## src/rtl/instr_fetch_queue_pkg.sv

```systemverilog
// Purpose: shared types and constants for the instruction fetch queue.
// Latency: n/a (declarations only).
// Backpressure: n/a.
package instr_fetch_queue_pkg;

  // Default word shown to decode when nothing valid is at the queue head.
  localparam logic [31:0] DEFAULT_NOOP_WORD = 32'h0000_0000;

  // Sequential fetch stride (one 32-bit word).
  localparam logic [31:0] PC_INC = 32'd4;

  typedef enum logic [1:0] {
    ST_IDLE = 2'd0,  // waiting for a free FIFO slot
    ST_REQ  = 2'd1,  // presenting a request, waiting for grant
    ST_WAIT = 2'd2,  // granted, waiting for the response word
    ST_DROP = 2'd3   // granted on a wrong path, response will be discarded
  } fetch_state_e;

  typedef struct packed {
    logic [31:0] pc;
    logic [31:0] instr;
  } fetch_entry_t;

endpackage

```

## src/rtl/instr_fetch_queue_fifo.sv

```systemverilog
// Purpose: synchronous FIFO of {pc, instr} entries with push, pop and clear.
// Latency: a pushed entry is visible at head_o one cycle after the push edge (no bypass).
// Backpressure: push is dropped when full unless a pop frees the slot that cycle; clear wins over push/pop.
//
// Ports: clk/rst (async active-low), push_i/wdata_i write side, pop_i read side,
// clear_i flushes all entries, head_o/count_o/full_o/empty_o status.
module fetch_fifo
  import instr_fetch_queue_pkg::*;
#(
  parameter int DEPTH = 4,
  localparam int AW   = $clog2(DEPTH),
  localparam int CW   = AW + 1
) (
  input  logic          clk,
  input  logic          rst,
  input  logic          push_i,
  input  fetch_entry_t  wdata_i,
  input  logic          pop_i,
  input  logic          clear_i,
  output fetch_entry_t  head_o,
  output logic [CW-1:0] count_o,
  output logic          full_o,
  output logic          empty_o
);

  fetch_entry_t  mem_q [DEPTH];
  logic [AW-1:0] wr_ptr_q, rd_ptr_q;
  logic [CW-1:0] count_q;
  logic          do_push, do_pop;

  assign full_o  = (count_q == CW'(DEPTH));
  assign empty_o = (count_q == '0);
  assign count_o = count_q;
  assign head_o  = mem_q[rd_ptr_q];

  assign do_pop  = pop_i && !empty_o;
  assign do_push = push_i && (!full_o || do_pop);

  // Pointers wrap naturally because DEPTH is a power of two.
  always_ff @(posedge clk or negedge rst) begin
    if (!rst) begin
      wr_ptr_q <= '0;
      rd_ptr_q <= '0;
      count_q  <= '0;
    end else if (clear_i) begin
      wr_ptr_q <= '0;
      rd_ptr_q <= '0;
      count_q  <= '0;
    end else begin
      if (do_push) wr_ptr_q <= wr_ptr_q + AW'(1);
      if (do_pop)  rd_ptr_q <= rd_ptr_q + AW'(1);
      count_q <= count_q + CW'(do_push) - CW'(do_pop);
    end
  end

  // Storage needs no reset: head is only consumed when count is non-zero.
  always_ff @(posedge clk) begin
    if (do_push && !clear_i) mem_q[wr_ptr_q] <= wdata_i;
  end

endmodule

```

## src/rtl/instr_fetch_queue.sv

```systemverilog
// Purpose: fetch front end issuing word fetches and buffering {pc, instr} for decode.
// Latency: word reaches dec_* one cycle after mem_rvalid; one word per grant+response round trip.
// Backpressure: stops requesting while the FIFO is full; redirect flushes FIFO and drops in-flight data.
//
// Ports: clk, rst (async active-low); redirect/redirect_pc restart fetch;
// mem_req/mem_addr/mem_gnt request handshake, mem_rvalid/mem_rdata response;
// dec_valid/dec_instr/dec_pc/dec_ready decode-side valid/ready.
module instr_fetch_queue
  import instr_fetch_queue_pkg::*;
#(
  parameter int          DEPTH     = 4,
  parameter logic [31:0] RESET_PC  = 32'h0000_0000,
  parameter logic [31:0] NOOP_WORD = DEFAULT_NOOP_WORD
) (
  input  logic        clk,
  input  logic        rst,
  input  logic        redirect,
  input  logic [31:0] redirect_pc,
  output logic        mem_req,
  output logic [31:0] mem_addr,
  input  logic        mem_gnt,
  input  logic        mem_rvalid,
  input  logic [31:0] mem_rdata,
  output logic        dec_valid,
  output logic [31:0] dec_instr,
  output logic [31:0] dec_pc,
  input  logic        dec_ready
);

  localparam int CW = $clog2(DEPTH) + 1;

  fetch_state_e  state_q, state_d;
  logic [31:0]   fetch_pc_q, fetch_pc_d;
  logic [31:0]   req_pc_q, req_pc_d;

  logic          push, pop;
  logic [CW-1:0] fifo_count, cnt_after_push;
  logic          fifo_full, fifo_empty;
  fetch_entry_t  fifo_head, fifo_wdata;

  assign fifo_wdata = '{pc: req_pc_q, instr: mem_rdata};

  // A pop coinciding with redirect is ignored; the flush covers that entry.
  assign pop = dec_valid && dec_ready && !redirect;

  fetch_fifo #(.DEPTH(DEPTH)) u_fifo (
    .clk     (clk),
    .rst     (rst),
    .push_i  (push),
    .wdata_i (fifo_wdata),
    .pop_i   (pop),
    .clear_i (redirect),
    .head_o  (fifo_head),
    .count_o (fifo_count),
    .full_o  (fifo_full),
    .empty_o (fifo_empty)
  );

  assign dec_valid = !fifo_empty;
  assign dec_instr = fifo_empty ? NOOP_WORD : fifo_head.instr;
  assign dec_pc    = fifo_empty ? 32'h0 : fifo_head.pc;
  assign mem_addr  = fetch_pc_q;

  always_ff @(posedge clk or negedge rst) begin
    if (!rst) begin
      state_q    <= ST_IDLE;
      fetch_pc_q <= RESET_PC;
      req_pc_q   <= 32'h0;
    end else begin
      state_q    <= state_d;
      fetch_pc_q <= fetch_pc_d;
      req_pc_q   <= req_pc_d;
    end
  end

  always_comb begin
    state_d        = state_q;
    fetch_pc_d     = fetch_pc_q;
    req_pc_d       = req_pc_q;
    push           = 1'b0;
    mem_req        = 1'b0;
    // Occupancy after this edge, including a same-cycle pop.
    cnt_after_push = fifo_count + CW'(1) - CW'(pop);

    unique case (state_q)
      // Only request when a slot is free, so the response always fits.
      ST_IDLE: if (!fifo_full) state_d = ST_REQ;
      ST_REQ: begin
        mem_req = 1'b1;
        if (mem_gnt) begin
          req_pc_d   = fetch_pc_q;
          fetch_pc_d = fetch_pc_q + PC_INC;
          state_d    = ST_WAIT;
        end
      end
      ST_WAIT: begin
        if (mem_rvalid) begin
          push    = 1'b1;
          state_d = (cnt_after_push < CW'(DEPTH)) ? ST_REQ : ST_IDLE;
        end
      end
      ST_DROP: if (mem_rvalid) state_d = ST_REQ;
      default: state_d = ST_IDLE;
    endcase

    // Redirect overrides everything. A grant in the same cycle still owes a
    // response, so it must be drained through DROP.
    if (redirect) begin
      push       = 1'b0;
      fetch_pc_d = redirect_pc & ~32'h3;
      unique case (state_q)
        ST_REQ:  state_d = mem_gnt    ? ST_DROP : ST_REQ;
        ST_WAIT: state_d = mem_rvalid ? ST_REQ  : ST_DROP;
        ST_DROP: state_d = mem_rvalid ? ST_REQ  : ST_DROP;
        default: state_d = ST_REQ;
      endcase
    end
  end

  // A response is only legal while one is owed.
  a_no_stray_rvalid: assert property (@(posedge clk) disable iff (!rst)
    mem_rvalid |-> (state_q == ST_WAIT || state_q == ST_DROP));

endmodule

```

## config.mk

```make
export PLATFORM = sky130hd
export DESIGN_NAME = instr_fetch_queue
export DESIGN_NICKNAME = d
export VERILOG_FILES = /design/src/rtl/instr_fetch_queue_pkg.sv /design/src/rtl/instr_fetch_queue_fifo.sv /design/src/rtl/instr_fetch_queue.sv
export SDC_FILE = /design/constraint.sdc
export NUM_CORES = 1
export LEC_CHECK = 0
export ABC_AREA = 0
export ABC_CLOCK_PERIOD_IN_PS = 6200
export CAP_MARGIN = 0
export CORE_MARGIN = 2
export CORE_UTILIZATION = 45
export DETAILED_ROUTE_END_ITERATION = 8
export PLACE_DENSITY = 0.67
export SYNTH_ARGS = -nofsm -noshare
export SYNTH_HDL_FRONTEND = slang
export SYNTH_SLANG_ARGS = --single-unit
```

## constraint.sdc

```tcl
create_clock -name clk -period 6.2 [get_ports clk]
set_input_delay 1.24 -clock clk [delete_from_list [all_inputs] [get_ports clk]]
set_output_delay 1.24 -clock clk [all_outputs]
set_load 0.05 [all_outputs]
```

==> impl_results.md <==
* Status: complete, no violations
* Post-synth top flop: edfxtp_1
* Final Skew at just under 10 ps
* Initial antenna violation count at 0
* Post-Route WL at around 25000 um
* Hold_sp: req_pc_q[12]
* Placed cell count at 1290
* WS Path Type: reg2out
* Worst min-delay path category: reg2reg
* Power Total at between 6 and 7 mW
* Crit start category: flip-flop
* Die Span X at 173 um
* Final setup TNS at 0 ps
* F_max at roughly 0.22 GHz
* Tmin final at 4590 ps
* Largest net degree at the start of global routing at 70
* Grt ovf at 0
* Reg2Reg Depth at 9
* Grt met1 use at 24.0%
* Final count of negative-setup-slack endpoints at 0
* Critical Path End Type: output port
* Area share of the largest cell type after synthesis at between 50% and 60%
* Wire per inst at 18.4 um
* Mapped Area at ~13000 sq um
* Met2 Use GR at 27.4%
* Vias in the first global route at ~7300
* Via Count at around 7100
* Worst-path fanout max at between 40 and 50
* Final Cycle Share at 74.0%
* Rel. slew slack at 15.5%
* Tot GR Track Use at 17.0%
* Synth area leader: edfxtp_1
* CP bufs+invs at 2
* Port Buf Inserts at 161
* GPL Wtd Cong at 0.783
* Endpoints failing hold at 0
* Die Height at 173 um
* Layout net count at about 1000
* Drt via density at between 5 and 6
* GRT busiest layer: met2
* Syn Area/Cell at 16.4 sq um
* Antenna Nets Post-Route at 0
* CTS tree: done
* Final worst slack at 1610 ps
* Initial core utilization at 45.9%
* Most common cell in the netlist: edfxtp_1
* Hold-fix buffers at CTS at 0
* Crit-path cells: buf_4, mux4_2, and2_1, clkdlybuf4s50_1
* DRC viols at 0
* WP data required at 4960 ps
* # Post-CTS Setup Buffers at 0
* Total CTS buffers at 34
* Pwr per Cell Area at 385 nW/um^2
* Flops & latches, synth at 317
* Clock Latency Late Sink at approximately 500 ps
* Post-synth EDFFs at 248
* Maximum vdd drop at 0.169 mV
* Worst-Margin Slew at ~1300 ps
* Commonest cells post-synth: edfxtp_1 (248), nand2_1 (98), dfrtp_1 (69)
* Yosys Warn Count at 0
* Pre-CTS setup slack at 2050 ps
* Maxcap violations at 0
* RSZ-0062 raised after global routing: false
* Hold Path Stages at 0
* Area Growth Syn to Fin at 24.6%
* DRT Pass-1 Iters at 5
* RR Endpoint: u_fifo.count_o[2]
* Data arrival time of the critical path at between 3000 and 4000 ps
* Clk slew on worst S/H paths at roughly 60 ps
* Final Max Tran Viols at 0
* Min-Delay Endpoint: u_fifo.mem_q[0][44]
* Pleak at 5.45 nW
* First-pass GRT wire length at between 40000 and 50000 um
* Post-synthesis cell count at 780
* Top Family by Delay on Critical Path: buffers and inverters
* Top post-synthesis cells by area: edfxtp_1 (58%), dfrtp_1 (13%), mux4_2 (11%), and2_1 (3.2%), nand2_1 (2.9%)
* I/O pin count at about 170
* Worst reg-to-reg setup slack at about 3300 ps
* CTS root buf: clkbuf_16
* Core Area at 27900 sq um
* Asr flop ratio synth at 21.8%
* Initial DRC count at 495
* Synth unique cells at 45
* Layout cells sized above 1 at 14.5%
* CP max stage cell: dfrtp_4
* # rows at 61
* Finished Layout Cells at 1352
* H-tree Lvls at 2
* ANT cells at 0
* Sequential-to-total area share from yosys stat at between 70% and 80%
* Die footprint at around 30000 sq um
* Met3 usage at 3.52%
* Clock sink count at 317
* Clock Path Buffers at 3
* Post_cts resized at 0
* R2R Path Start: u_fifo.count_o[1]
* CP max stage delay at between 900 and 1000 ps
* DP Wirelength at 15200 um
cell families (layout without fill, tap and decap cells):
| group | count (synthesis) | in the layout | synth area share [%] |
|---|---|---|---|
| other | 1 | 4 | 0.0293 |
| XOR/XNOR | 16 | 16 | 1.10 |
| AO/OA/AOI/OAI | 62 | 62 | 3.03 |
| adder cells (fa/ha/maj) | 7 | 7 | 0.743 |
| multiplexers | 65 | 65 | 11.2 |
| buffers and inverters | 60 | 251 | 1.95 |
| flip-flops | 317 | 317 | 71.7 |
| AND/OR/NAND/NOR | 252 | 252 | 10.3 |
stage by stage:
| stage | instance area (sq um) | hold WS, ps | utilization [%] |
|---|---|---|---|
| finish | 15900 | 521 | 57.2 |
| global route | 15900 | 543 | 57.2 |
| CTS | 15900 | 522 | 57.2 |
| detailed placement | 14800 | 515 | 53.3 |
| global placement | 14800 | 496 | 53.3 |
| floorplan | 12800 | 476 | - |
area by class of cell:
class | instances | area (sq um)
clock buffer | 42 | 966
clock inverter | 20 | 130
fill | 2172 | 11900
inverter | 15 | 56.3
multi-input combinational | 406 | 3390
sequential | 317 | 9180
tap | 378 | 473
timing repair buffer | 174 | 1740
flip-flops by register name, summed over array words and instances, names as in the netlist:
name             flops
u_fifo.mem_q       248
mem_addr            30
req_pc_q            30
u_fifo.count_o       3
state_q              2
u_fifo.rd_ptr_q      2
u_fifo.wr_ptr_q      2
layer usage:
| metal | part of all wire (%) | vias to the layer above |
|---|---|---|
| met5 | 0 | - |
| met2 | 47 | 236 |
| met3 | 5.9 | 36 |
| met1 | 45 | 3528 |
| met4 | 1.7 | 0 |
| li1 | - | 3321 |
placed cells by master (no fill, tap or decap), types with 8 or more instances in the layout:
master	count
a31oi_1	18
and2_1	62
buf_4	10
clkbuf_16	38
clkdlybuf4s50_1	160
clkinv_1	9
dfrtp_1	67
edfxtp_1	248
inv_1	14
mux4_2	62
nand2_1	98
nand3_1	8
nand4_1	9
nor2_1	24
o21ai_0	21
o31ai_1	10
or4_1	13
xnor2_1	11
how the worst max path moves through the flow:
stage	depth (start not counted)	endpoint	startpoint
final	4	dec_instr[18]	u_fifo.rd_ptr_q[0]
after global routing	4	dec_instr[18]	u_fifo.rd_ptr_q[0]
after CTS	4	dec_instr[18]	u_fifo.rd_ptr_q[0]
after detailed placement	4	dec_instr[18]	u_fifo.rd_ptr_q[0]
after global placement	4	dec_instr[18]	u_fifo.rd_ptr_q[0]
after floorplan	5	u_fifo.mem_q[0][0]	redirect
report_power, final:
part / switching [mW] / leakage (nW) / internal (mW)
registers: 0.207 / 3.07 / 2.49
logic: 0.918 / 1.84 / 0.584
clock network: 0.786 / 0.534 / 1.15
(Power assumes the default switching activity.)
